`config.mk`:
```
export PLATFORM = sky130hd
export DESIGN_NAME = dmem_store_tracer_flat
export DESIGN_NICKNAME = d
export VERILOG_FILES = /design/src/rtl/dmem_store_tracer_if.sv /design/src/rtl/dmem_store_tracer.sv /design/src/flat_wrapper.sv
export SDC_FILE = /design/constraint.sdc
export NUM_CORES = 2
export LEC_CHECK = 0
export BUFFER_PORTS_ARGS = -buffer_cell sky130_fd_sc_hd__buf_2
export CAP_MARGIN = 20
export CORE_MARGIN = 2
export CORE_UTILIZATION = 55
export DETAILED_ROUTE_END_ITERATION = 10
export PLACE_DENSITY_LB_ADDON = 0.1
export SKIP_CTS_REPAIR_TIMING = 1
export SYNTH_ARGS = -nofsm -noshare
export SYNTH_HDL_FRONTEND = slang
export SYNTH_SLANG_ARGS = --single-unit
```
`constraint.sdc`:
```
create_clock -name clock -period 9.4 [get_ports clock]
set_input_delay 1.41 -clock clock [delete_from_list [all_inputs] [get_ports clock]]
set_output_delay 1.41 -clock clock [all_outputs]
set_load 0.05 [all_outputs]
```
`src/rtl/dmem_store_tracer_if.sv`:
```
// Bus bundle between the processor->dmem snoop point and the store tracer.
//   Snoop side : addr_to_mem, data_to_mem, write_enable, byte_to_mem,
//                half_word_to_mem (driven by the processor, only observed here)
//   Trace side : trace_valid/trace_ready handshake with trace_addr,
//                trace_data, trace_size, trace_seq payload
// master = environment (processor + trace consumer); slave = the tracer.
interface dmem_store_tracer_if;
  logic [31:0] addr_to_mem;
  logic [31:0] data_to_mem;
  logic        write_enable;
  logic        byte_to_mem;
  logic        half_word_to_mem;

  logic        trace_valid;
  logic        trace_ready;
  logic [31:0] trace_addr;
  logic [31:0] trace_data;
  logic [1:0]  trace_size;
  logic [15:0] trace_seq;

  modport master (
    output addr_to_mem, data_to_mem, write_enable, byte_to_mem, half_word_to_mem,
    output trace_ready,
    input  trace_valid, trace_addr, trace_data, trace_size, trace_seq
  );

  modport slave (
    input  addr_to_mem, data_to_mem, write_enable, byte_to_mem, half_word_to_mem,
    input  trace_ready,
    output trace_valid, trace_addr, trace_data, trace_size, trace_seq
  );
endinterface

```
`src/rtl/dmem_store_tracer.sv`:
```
// Passive store tracer on the processor->dmem port. Every committed store
// inside [ADDR_LO, ADDR_HI] is queued (address, data, size, sequence number)
// and drained over a valid/ready trace port. The processor is never stalled:
// a store arriving at a full FIFO with no simultaneous pop is dropped and
// counted instead.
// Ports:
//   clock       rising-edge clock shared with processor/dmem
//   reset       asynchronous, active-low
//   trace_en    1 = capture stores, 0 = ignore new stores (queue still drains)
//   bus         snoop inputs and trace handshake (slave modport)
//   drop_count  stores lost to a full FIFO, saturating
//   overflow    sticky flag, set on the first drop
//   level       current FIFO occupancy, 0..DEPTH
module dmem_store_tracer #(
  parameter int          DEPTH   = 16,
  parameter logic [31:0] ADDR_LO = 32'h0000_0000,
  parameter logic [31:0] ADDR_HI = 32'hFFFF_FFFF
) (
  input  logic                     clock,
  input  logic                     reset,
  input  logic                     trace_en,
  dmem_store_tracer_if.slave       bus,
  output logic [15:0]              drop_count,
  output logic                     overflow,
  output logic [$clog2(DEPTH):0]   level
);

  localparam int PTR_W = $clog2(DEPTH);
  localparam int LVL_W = PTR_W + 1;
  localparam logic [LVL_W-1:0] FULL_LVL = LVL_W'(DEPTH);

  typedef struct packed {
    logic [31:0] addr;
    logic [31:0] data;
    logic [1:0]  size;
    logic [15:0] seq;
  } entry_t;

  entry_t             mem_q [DEPTH];
  entry_t             head_q, head_d;
  logic [PTR_W-1:0]   wr_ptr_q, wr_ptr_d;
  logic [PTR_W-1:0]   rd_ptr_q, rd_ptr_d;
  logic [LVL_W-1:0]   level_q, level_d;
  logic [15:0]        seq_q, seq_d;
  logic [15:0]        drop_cnt_q, drop_cnt_d;
  logic               ovf_q, ovf_d;

  logic [32:0]        lo_diff, hi_diff;
  logic               in_range, store_evt, full, empty, pop, push, drop, head_load;
  entry_t             new_entry;

  always_comb begin
    // Range test via 33-bit differences: a clear borrow bit means the bound holds.
    lo_diff  = {1'b0, bus.addr_to_mem} - {1'b0, ADDR_LO};
    hi_diff  = {1'b0, ADDR_HI} - {1'b0, bus.addr_to_mem};
    in_range = !lo_diff[32] && !hi_diff[32];

    // An unknown strobe falls into the else path and is not a store.
    store_evt = 1'b0;
    if (bus.write_enable) store_evt = trace_en && in_range;

    new_entry.addr = bus.addr_to_mem;
    new_entry.data = bus.data_to_mem;
    new_entry.seq  = seq_q;
    if (bus.byte_to_mem)           new_entry.size = 2'd2;
    else if (bus.half_word_to_mem) new_entry.size = 2'd1;
    else                           new_entry.size = 2'd0;

    full  = (level_q == FULL_LVL);
    empty = (level_q == '0);
    pop   = !empty && bus.trace_ready;
    // A pop on a full FIFO frees the slot in the same edge, so the push fits.
    push  = store_evt && (!full || pop);
    drop  = store_evt && full && !pop;

    wr_ptr_d = push ? wr_ptr_q + 1'b1 : wr_ptr_q;
    rd_ptr_d = pop  ? rd_ptr_q + 1'b1 : rd_ptr_q;

    level_d = level_q;
    case ({push, pop})
      2'b10:   level_d = level_q + 1'b1;
      2'b01:   level_d = level_q - 1'b1;
      default: level_d = level_q;
    endcase

    seq_d      = store_evt ? seq_q + 16'd1 : seq_q;
    drop_cnt_d = (drop && drop_cnt_q != 16'hFFFF) ? drop_cnt_q + 16'd1 : drop_cnt_q;
    ovf_d      = ovf_q | drop;

    // The head register is refreshed whenever the head slot changes and the
    // FIFO stays non-empty. If the new head is the slot being written this
    // edge, it is taken straight from the incoming store.
    head_load = (level_d != '0) && (pop || empty);
    head_d    = head_q;
    if (head_load) begin
      if (push && (rd_ptr_d == wr_ptr_q)) head_d = new_entry;
      else                                head_d = mem_q[rd_ptr_d];
    end
  end

  always_ff @(posedge clock or negedge reset) begin
    if (!reset) begin
      wr_ptr_q   <= '0;
      rd_ptr_q   <= '0;
      level_q    <= '0;
      seq_q      <= '0;
      drop_cnt_q <= '0;
      ovf_q      <= 1'b0;
      head_q     <= '0;
    end else begin
      wr_ptr_q   <= wr_ptr_d;
      rd_ptr_q   <= rd_ptr_d;
      level_q    <= level_d;
      seq_q      <= seq_d;
      drop_cnt_q <= drop_cnt_d;
      ovf_q      <= ovf_d;
      head_q     <= head_d;
    end
  end

  // Storage is not reset; only pointers and occupancy define what is live.
  always_ff @(posedge clock) begin
    if (push) mem_q[wr_ptr_q] <= new_entry;
  end

  assign bus.trace_valid = (level_q != '0);
  assign bus.trace_addr  = head_q.addr;
  assign bus.trace_data  = head_q.data;
  assign bus.trace_size  = head_q.size;
  assign bus.trace_seq   = head_q.seq;
  assign drop_count      = drop_cnt_q;
  assign overflow        = ovf_q;
  assign level           = level_q;

endmodule

```
`src/flat_wrapper.sv`:
```
// flat-port wrapper written by rule: the top's interface ports become plain ports
module dmem_store_tracer_flat 
#(
  parameter int          DEPTH   = 16,
  parameter logic [31:0] ADDR_LO = 32'h0000_0000,
  parameter logic [31:0] ADDR_HI = 32'hFFFF_FFFF
)
  (clock, reset, trace_en, drop_count, overflow, level, bus_addr_to_mem, bus_data_to_mem, bus_write_enable, bus_byte_to_mem, bus_half_word_to_mem, bus_trace_ready, bus_trace_valid, bus_trace_addr, bus_trace_data, bus_trace_size, bus_trace_seq);
  dmem_store_tracer_if bus_i ();
  input  logic clock;
  input  logic reset;
  input  logic trace_en;
  output logic [15:0] drop_count;
  output logic overflow;
  output logic [$clog2(DEPTH):0] level;
  input wire logic [$bits(bus_i.addr_to_mem)-1:0] bus_addr_to_mem;
  input wire logic [$bits(bus_i.data_to_mem)-1:0] bus_data_to_mem;
  input wire logic [$bits(bus_i.write_enable)-1:0] bus_write_enable;
  input wire logic [$bits(bus_i.byte_to_mem)-1:0] bus_byte_to_mem;
  input wire logic [$bits(bus_i.half_word_to_mem)-1:0] bus_half_word_to_mem;
  input wire logic [$bits(bus_i.trace_ready)-1:0] bus_trace_ready;
  output wire logic [$bits(bus_i.trace_valid)-1:0] bus_trace_valid;
  output wire logic [$bits(bus_i.trace_addr)-1:0] bus_trace_addr;
  output wire logic [$bits(bus_i.trace_data)-1:0] bus_trace_data;
  output wire logic [$bits(bus_i.trace_size)-1:0] bus_trace_size;
  output wire logic [$bits(bus_i.trace_seq)-1:0] bus_trace_seq;
  assign bus_i.addr_to_mem = bus_addr_to_mem;
  assign bus_i.data_to_mem = bus_data_to_mem;
  assign bus_i.write_enable = bus_write_enable;
  assign bus_i.byte_to_mem = bus_byte_to_mem;
  assign bus_i.half_word_to_mem = bus_half_word_to_mem;
  assign bus_i.trace_ready = bus_trace_ready;
  assign bus_trace_valid = bus_i.trace_valid;
  assign bus_trace_addr = bus_i.trace_addr;
  assign bus_trace_data = bus_i.trace_data;
  assign bus_trace_size = bus_i.trace_size;
  assign bus_trace_seq = bus_i.trace_seq;
  dmem_store_tracer #(.DEPTH(DEPTH), .ADDR_LO(ADDR_LO), .ADDR_HI(ADDR_HI)) u_core (.clock(clock), .reset(reset), .trace_en(trace_en), .bus(bus_i), .drop_count(drop_count), .overflow(overflow), .level(level));
endmodule
```
==> impl_metrics.tcl <==
set metrics [dict create \
    powerDensity_nw_per_um2 315.6 \
    yosysMostFrequentCell "edfxtp_1" \
    detail-route-antenna-nets 0 \
    port_buffers 175 \
    gr-total-overflow 0 \
    cts_tree "done" \
    final.setup.worst_slack_ns 4.255 \
    fin_tns_setup_ns 0 \
    cp-startpoint "u_core.rd_ptr_q[0]" \
    wl_per_cell_um 26.66 \
    grt_pass1_wl_um 227200 \
    leakage_nw 22.57 \
    placementRows 118 \
    drive_gt1_share_pct 10.77 \
    htree_levels 4 \
    core_um2 103200 \
    reg2reg_depth 11 \
    hold_depth 1 \
    synthArstFlopShare_pct 8.889 \
    rsz0062_at_grt "no" \
    drt_pass1_iterations 6 \
    post-route-drc-count 0 \
    die_x_um 326.1 \
    reg2reg_from "u_core.rd_ptr_q[0]" \
    ys_seq_area_share_pct 74.67 \
    clock_sinks 1440 \
    critical_path_class "flip-flop to flip-flop" \
    hold-path-endpoint "u_core.overflow" \
    fill_cells 7816 \
    start_util_pct 55.28 \
    die_y_um 326.1 \
    syn_inst 4216 \
    track_usage_pct 28.76 \
    drt_iter0_markers 4595 \
    relSlewSlack_pct 10.61 \
    synth_top_cells_by_area "edfxtp_1, nand2_1, dfrtp_1" \
    syn-cell-area_um2 57050 \
    synth_edf_count 1312 \
    cts_max_path_buffers 3 \
    dp_slack_ns 3.853 \
    hold_viol 0 \
    rr_endpoint "u_core.bus.trace_data[29]" \
    yosys_warnings 0 \
    cts_buffers 145 \
    vias_per_cell 6.199 \
    nets 4380 \
    vdd_drop_max_uv 340.4 \
    grt_max_degree 212 \
    outcome "finished clean" \
    regToRegSetupSlack_ns 4.25 \
    syn-num-nets 4295 \
    place_congestion 0.7808 \
    synthFlopType "edfxtp_1" \
    skew_ns 0.02791 \
    clock-root-buffer "clkbuf_16" \
    pin_count 176 \
    hp-start "u_core.overflow" \
    cp.arrival_ns 5.81 \
    ys_ff_latch 1440 \
    netlist_top_cells_count "edfxtp_1, nand2_1, and3_1, a311oi_1, clkbuf_1" \
    antenna_found_initial 5 \
    clkSlewWorstSetupHoldPaths_ns 0.06 \
    setup_violations 0 \
    yosysTopAreaCell "edfxtp_1" \
    syn_area_per_cell_um2 13.53 \
    min_period_ns 5.145 \
    grt_pass1_vias 35057 \
    cp-start-kind "flip-flop" \
    die_area_um2 106300 \
    end_kind "flip-flop" \
    cp_max_fo 53 \
    drv_cap 0 \
    area_growth_pct 11.44 \
    hold_path_class "flip-flop to flip-flop" \
    drt_wl_total_um 154700 \
    tightest_slew_ns 1.341 \
    final.period_utilization_pct 54.74 \
    vias 35961 \
    crit_required_ns 10.06 \
    ys_types 55 \
    dpl.hpwl_um 69120 \
    clock.fmax_mhz 194.3 \
    finalMaxSlewViolations 0 \
    insertion_delay_ns 0.75 \
    synth_top_area_share_pct 69.06 \
]
-- power breakdown --
part           total (mW)  internal, mW  switching, mW
logic                6.53          1.84           4.68
clock network        5.59          3.21           2.37
registers            7.95          7.56          0.390
-- sequential cells by signal (all words and copies together) (netlist names) --
name and flops:
u_core.bus.trace_addr 32, u_core.bus.trace_data 32, u_core.bus.trace_seq 16, u_core.bus.trace_size 2, u_core.drop_count 16, u_core.level 5
u_core.mem_q 1312, u_core.overflow 1, u_core.rd_ptr_q 4, u_core.seq_q 16, u_core.wr_ptr_q 4
-- worst max-delay path by stage --
stage                                     end  slack, ns
finish              u_core.bus.trace_data[29]       4.25
floorplan                  u_core.mem_q[4][0]       4.91
global placement     u_core.bus.trace_size[0]       3.94
CTS                  u_core.bus.trace_seq[11]       4.26
global route          u_core.bus.trace_seq[0]       4.00
detailed placement   u_core.bus.trace_size[0]       3.85
-- layer usage --
metal	global-route usage [%]	part of all wire, %	wire length [um]
met5	0	0.014	21
met4	9.056	2.5	3857
met2	46.84	48	74790
met1	40.32	42	64800
met3	4.317	7.3	11220
-- logic make-up (layout without fill, tap and decap cells) --
| group | Yosys count | after routing | share of synthesized area (%) |
|---|---|---|---|
| compound gates | 572 | 572 | 7.735 |
| buf+inv | 298 | 500 | 2.230 |
| mux | 41 | 41 | 0.7632 |
| simple gates | 1815 | 1815 | 13.76 |
| xor+xnor | 42 | 42 | 0.6580 |
| flops | 1440 | 1440 | 74.67 |
| other cells | 0 | 3 | 0 |
| fa+ha+maj | 8 | 8 | 0.1755 |
-- layout make-up --
cell class	instances	area, um^2	area share (%)
inverter	11	56.30	0.08856
sequential	1440	42600	67.01
timing repair buffer	225	1335	2.100
antenna	3	7.507	0.01181
clock buffer	214	4177	6.569
multi-input combinational	2478	13290	20.91
tap	1380	1727	2.716
clock inverter	50	384.1	0.6042
-- cell usage in the layout, fill, tap and decap left out, drive strengths merged, types with 14 or more instances in the layout --
cell type,instances
a21oi,147
a311oi,280
a32oi,20
and2,19
and3,292
buf,224
clkbuf,215
clkinv,42
dfrtp,128
edfxtp,1312
inv,14
mux2i,30
nand2,1284
nand3,66
nand4,29
nor2,90
o41ai,71
xnor2,32
-- stage by stage --
step           cells  power (mW)  hold slack [ns]  instance area, um^2  util [%]
2_1_floorplan   4216       12.43           0.5267                57050         -
3_3_place_gp    5533       14.50           0.4449                59000     57.17
3_5_place_dp    5533       14.56           0.4469                59000     57.17
4_1_cts         5797       20.09           0.4656                63560     61.59
5_1_grt         5801       20.87           0.4988                63580     61.61
6_report        5801       20.07           0.4664                63580     61.61
-- critical path, cell delays in order, from the launching register on --
cell,delay [ns]
dfrtp_1,0.99
ha_1,0.42
inv_1,0.12
a211oi_1,0.67
a21oi_4,0.11
buf_4,0.40
xnor2_1,0.22
and3_1,0.23
nand3_4,0.49
buf_4,0.95
o41ai_1,0.21
a21oi_1,0.20
Note: power is estimated with default switching activity, not from simulation.
